[src/rtl/oht2bin_pipe.sv]
// Pipelined one-hot to binary encoder with per-stage valid/ready handshake.
// Optional non-one-hot flagging is built only when OHT2BIN_PIPE_ERR_EN is defined.
module oht2bin_pipe #(
    parameter int  WIDTH     = 32,
    parameter int  STAGES    = 2,
    localparam int WIDTH_LOG = $clog2(WIDTH)
) (
    input  logic                 clk,
    input  logic                 rst_n,
    input  logic                 vld_i,
    output logic                 rdy_o,
    input  logic [WIDTH-1:0]     oht,
    output logic                 vld_o,
    input  logic                 rdy_i,
    output logic [WIDTH_LOG-1:0] bin,
    output logic                 err
);

    localparam int PAD = 1 << WIDTH_LOG;

`ifdef OHT2BIN_PIPE_ERR_EN
    localparam bit ERR_EN = 1'b1;
`else
    localparam bit ERR_EN = 1'b0;
`endif

    // Stage k sits after tree level ceil(k*WIDTH_LOG/STAGES); 0 means the level is not registered.
    function automatic int stage_of(input int level);
        int hit;
        hit = 0;
        for (int k = 1; k <= STAGES; k++) begin
            if ((k * WIDTH_LOG + STAGES - 1) / STAGES == level) begin
                hit = k;
            end
        end
        return hit;
    endfunction

    genvar gi, gn;

    generate
        if (STAGES > 0) begin : hs
            logic [STAGES+1:1] load;
            logic [STAGES:1]   vld_reg;
            logic [STAGES:0]   vld_chain;
            logic [STAGES:1]   stage_en;

            assign vld_chain       = {vld_reg, vld_i};
            assign load[STAGES+1]  = rdy_i;

            for (gi = 1; gi <= STAGES; gi++) begin : st
                assign load[gi]     = !vld_reg[gi] || load[gi+1];
                // Data only moves with a real item so registers never pick up bubbles.
                assign stage_en[gi] = load[gi] && vld_chain[gi-1];
            end

            always_ff @(posedge clk or negedge rst_n) begin
                if (!rst_n) begin
                    vld_reg <= '0;
                end else begin
                    for (int s = 1; s <= STAGES; s++) begin
                        if (load[s]) begin
                            vld_reg[s] <= vld_chain[s-1];
                        end
                    end
                end
            end

            assign rdy_o = load[1];
            assign vld_o = vld_chain[STAGES];
        end else begin : comb_hs
            logic unused_clk_rst;
            assign unused_clk_rst = clk ^ rst_n;
            assign rdy_o          = rdy_i;
            assign vld_o          = vld_i;
        end
    endgenerate

    generate
        for (gi = 0; gi <= WIDTH_LOG; gi++) begin : lvl
            localparam int NODES = PAD >> gi;
            localparam int SK    = stage_of(gi);

            logic [WIDTH_LOG-1:0] cbin [NODES];
            logic [WIDTH_LOG-1:0] obin [NODES];

            if (gi == 0) begin : leaf
                for (gn = 0; gn < NODES; gn++) begin : node
                    assign cbin[gn] = '0;
                end
            end else begin : tree
                localparam logic [WIDTH_LOG-1:0] TOP = WIDTH_LOG'(1) << (gi - 1);
                for (gn = 0; gn < NODES; gn++) begin : node
                    // Right child occupied means the new index bit for this level is set.
                    assign cbin[gn] = lvl[gi-1].obin[2*gn] | lvl[gi-1].obin[2*gn+1]
                                    | (lvl[gi-1].fl.onone[2*gn+1] ? '0 : TOP);
                end
            end

            if (SK > 0) begin : bin_reg
                always_ff @(posedge clk or negedge rst_n) begin
                    if (!rst_n) begin
                        for (int n = 0; n < NODES; n++) begin
                            obin[n] <= '0;
                        end
                    end else if (hs.stage_en[SK]) begin
                        obin <= cbin;
                    end
                end
            end else begin : bin_thru
                assign obin = cbin;
            end

            // "none" is the inverted any flag, so registers reset to 0 read as err=0.
            if ((gi < WIDTH_LOG) || ERR_EN) begin : fl
                logic cnone [NODES];
                logic onone [NODES];

                for (gn = 0; gn < NODES; gn++) begin : node
                    if (gi == 0) begin : leaf
                        if (gn < WIDTH) begin : real_bit
                            assign cnone[gn] = !oht[gn];
                        end else begin : pad_bit
                            assign cnone[gn] = 1'b1;
                        end
                    end else begin : merge
                        assign cnone[gn] = lvl[gi-1].fl.onone[2*gn] && lvl[gi-1].fl.onone[2*gn+1];
                    end
                end

                if (SK > 0) begin : none_reg
                    always_ff @(posedge clk or negedge rst_n) begin
                        if (!rst_n) begin
                            for (int n = 0; n < NODES; n++) begin
                                onone[n] <= 1'b0;
                            end
                        end else if (hs.stage_en[SK]) begin
                            onone <= cnone;
                        end
                    end
                end else begin : none_thru
                    assign onone = cnone;
                end
            end

`ifdef OHT2BIN_PIPE_ERR_EN
            if (ERR_EN) begin : ml
                logic cmulti [NODES];
                logic omulti [NODES];

                for (gn = 0; gn < NODES; gn++) begin : node
                    if (gi == 0) begin : leaf
                        assign cmulti[gn] = 1'b0;
                    end else begin : merge
                        assign cmulti[gn] = lvl[gi-1].ml.omulti[2*gn] || lvl[gi-1].ml.omulti[2*gn+1]
                                          || (!lvl[gi-1].fl.onone[2*gn] && !lvl[gi-1].fl.onone[2*gn+1]);
                    end
                end

                if (SK > 0) begin : multi_reg
                    always_ff @(posedge clk or negedge rst_n) begin
                        if (!rst_n) begin
                            for (int n = 0; n < NODES; n++) begin
                                omulti[n] <= 1'b0;
                            end
                        end else if (hs.stage_en[SK]) begin
                            omulti <= cmulti;
                        end
                    end
                end else begin : multi_thru
                    assign omulti = cmulti;
                end
            end
`endif
        end
    endgenerate

    assign bin = lvl[WIDTH_LOG].obin[0];

`ifdef OHT2BIN_PIPE_ERR_EN
    assign err = lvl[WIDTH_LOG].fl.onone[0] || lvl[WIDTH_LOG].ml.omulti[0];
`else
    assign err = 1'b0;
`endif

endmodule
[config.mk]
export PLATFORM = sky130hd
export DESIGN_NAME = oht2bin_pipe
export DESIGN_NICKNAME = d
export VERILOG_FILES = /design/src/rtl/oht2bin_pipe.sv
export SDC_FILE = /design/constraint.sdc
export NUM_CORES = 1
export LEC_CHECK = 0
export BUFFER_PORTS_ARGS = -buffer_cell sky130_fd_sc_hd__buf_2
export CAP_MARGIN = 20
export CORE_MARGIN = 2
export CORE_UTILIZATION = 43
export CTS_BUF_LIST = sky130_fd_sc_hd__clkbuf_4 sky130_fd_sc_hd__clkbuf_8
export CTS_CLUSTER_DIAMETER = 120
export DETAILED_ROUTE_END_ITERATION = 10
export GPL_ROUTABILITY_DRIVEN = 0
export GPL_TIMING_DRIVEN = 0
export PLACE_DENSITY = 0.8
export SLEW_MARGIN = 5
export SYNTH_ARGS = -nofsm -noshare
export SYNTH_HDL_FRONTEND = slang
export SYNTH_SLANG_ARGS = --single-unit
[constraint.sdc]
create_clock -name clk -period 1.31 [get_ports clk]
set_clock_uncertainty 0.2 [all_clocks]
set_input_delay 0.0655 -clock clk [delete_from_list [all_inputs] [get_ports clk]]
set_output_delay 0.0655 -clock clk [all_outputs]
set_load 0.01 [all_outputs]
==> summary.txt <==
Run status
  • Status: finished, violations left
  • Failing checks: negative hold slack, negative setup slack

Layout
  • Layout cells sized above 1: 43.8%
  • Register area: 551 um2
  • Max reg flops: 12
  • Post-Route Utilization: 67.7%
  • Area Overhead vs Synth: 51.1%
  • Most frequent cells in the layout: buf_2 (43), dfrtp_1 (22), dlygate4sd3_1 (15), nor4_1 (12), a21oi_1 (12)
  • ANT cells: 0
  • NumNets Final: 191
  • Area of the multi-input gates: 429 um2
  • Commonest non-fill, non-tap cell in the layout: buf_2
  • Fillers: 159

Pwr
  • Sequential power share: 57.1%
  • Net Switching: 318 uW
  • Gate power share: 19.4%
  • Int Pwr: 936 uW
  • Sw Share: 25.3%
  • Clk pwr share: 23.5%
  • Peak VDD IR: 0.547 mV
  • PD cells: 845 nW/um2
  • Leakage: 0.601 nW

Drt
  • WL/cell: 14.6 um
  • Drt pass-1 iters: 4
  • Vias: 1030
  • DR iter-0 viols: 22
  • Residual DRC: 0
  • Via density: 5.69
  • Post-Route WL: 2.65 mm
  • Antenna Nets Post-Route: 0

Placement
  • Port Buffers: 41
  • DP HPWL: 1.80 mm

Floorplanning
  • Row cnt: 17
  • Die X: 51.8 um
  • I/O Pins: 44
  • Die Area: 2680 um2
  • Floorplan Core Area: 2190 um2
  • Initial Util: 44.8%
  • Die Y: 51.8 um

GRT
  • GR Util All Layers: 22.3%
  • Initial antenna violation count: 0
  • Global-route wire length before repair: 4.37 mm
  • Largest net degree at the start of global routing: 23
  • Total gr overflow: 0
  • Vias in the first global route: 1024

Clock network
  • CTS tree: yes
  • Clock slew at reported path FFs: 0.11 ns
  • Max Root-Sink Buffers: 2
  • Clk sinks: 22
  • Cts hold-fix bufs: 15
  • Skew-Pair Late Insertion Delay: 0.30 ns
  • Total CTS buffers: 3
  • CTS Root Cell: clkbuf_4
  • CTS H-tree depth: 1

Yosys
  • Mean Syn Cell Area: 10.9 um2
  • Post-synth cell types: 17
  • Post-Syn Nets: 126
  • Synth Instances: 90
  • Ys Warns: 0
  • Post-Syn Area: 982 um2
  • Synth Register Bits: 22
  • Yosys top cell by area: dfrtp_1
  • Post-synthesis sequential area ratio: 56.1%
  • Most area-consuming cells after synthesis: dfrtp_1 (56%), a31oi_1 (7.6%), nor4_1 (7.6%)
  • Area fraction of the dominant cell type after synthesis: 56.1%

Critical path
  • Critical path type: flop to output port
  • Crit path arrival time: 1.14 ns
  • R2R cell count: 3
  • Worst setup SP type: flop
  • CP max FO: 3
  • Critical Path Sink Type: output port
  • CP Data Required Time: 1.04 ns

Timing
  • Final hold vios: 5
  • RSZ-0062 raised after global routing: true
  • Final Cycle Share: 107%
  • Final setup violation count: 13
  • Final setup margin: -0.0970 ns
  • Min cycle time layout: 1.41 ns
  • Max-slew violation count: 0
  • Setup_tns: -0.650 ns
  • Fin Hold WS: -0.104 ns
  • Fmax: 0.711 GHz

Hold path
  • Hold depth: 3
  • Hold WC Path Type: input pin to flop

Job
  • Max-cap violation count: 0
path summary, 6_finish.rpt:
kind / start / slack [ns] / end
min: oht[14] / -0.10 / lvl[3].obin[12]
max in group asynchronous: rst_n / 0.55 / lvl[3].obin[17]
min in group asynchronous: rst_n / 0.04 / lvl[3].fl.onone[0]
min reg2reg: lvl[3].fl.onone[2] / 0.30 / bin[3]
max: hs.vld_reg[1] / -0.1 / rdy_o
max reg2reg: hs.vld_reg[1] / -0.08 / lvl[3].obin[1]
power groups by stage:
stage / logic (mW) / clock network [mW] / registers, mW
global placement: 0.165 / 0 / 0.728
global route: 0.271 / 0.326 / 0.717
CTS: 0.226 / 0.301 / 0.714
floorplan: 0.0784 / 0 / 0.726
finish: 0.243 / 0.295 / 0.715
detailed placement: 0.174 / 0 / 0.729
metrics by stage:
| stage | cells | worst slack [ns] | hold slack (ns) | cell area [um2] | total power, mW |
|---|---|---|---|---|---|
| after floorplan | 90 | 0.00111 | -0.430 | 987 | 0.805 |
| after global placement | 159 | -0.00930 | -0.157 | 1230 | 0.893 |
| after detailed placement | 159 | -0.0654 | -0.153 | 1230 | 0.902 |
| after CTS | 180 | -0.0761 | -0.104 | 1440 | 1.24 |
| after global routing | 181 | -0.134 | -0.0985 | 1480 | 1.31 |
| final | 181 | -0.0970 | -0.104 | 1480 | 1.25 |
layout make-up:
type / count / share of cell area, %
clock buffers: 3 / 1.52
flip-flops and latches: 22 / 37.1
multi-input cells: 61 / 28.9
well taps: 28 / 2.36
repair buffers: 60 / 26.5
plain buffers: 7 / 3.63
synthesized netlist by cell type:
cell	number
or4_4	1
nand2_1	1
a31oi_1	12
conb_1	1
mux2_2	6
clkbuf_1	3
or4_1	5
nor4_1	12
a21oi_1	14
buf_4	1
nor2_1	3
nand2b_1	3
a41oi_1	2
buf_1	1
nand3b_1	1
buf_2	2
dfrtp_1	22
routing by layer:
layer / vias up / part of all wire, % / track usage (%)
li1: 486 / - / -
met5: - / 0 / 0
met2: 39 / 52 / 37.8
met1: 495 / 39 / 25.3
met4: 0 / 3.8 / 14.0
met3: 10 / 4.9 / 5.17
worst max-delay path, stage by stage (launching register included):
cell and delay, ns:
dfrtp_1 0.40, nand3b_1 0.18, clkbuf_8 0.17, buf_6 0.09
cells by family after synthesis:
group                  count (synthesis)  share of synthesized area, %
and+or+nand+nor                       26                          16.8
other                                  1                         0.382
AOI/OAI and AO/OA                     28                          16.6
buffers and inverters                  7                          3.31
DFF                                   22                          56.1
muxes                                  6                          6.88
repair_timing:
action	CTS	global route
gates cloned	0	1
buffers inserted	3	0
pin swaps	1	0
endpoints found under the setup margin	15	21
resized for setup	6	8
hold endpoints to repair	35	5
No activity file was read; power rests on OpenSTA's default activity.
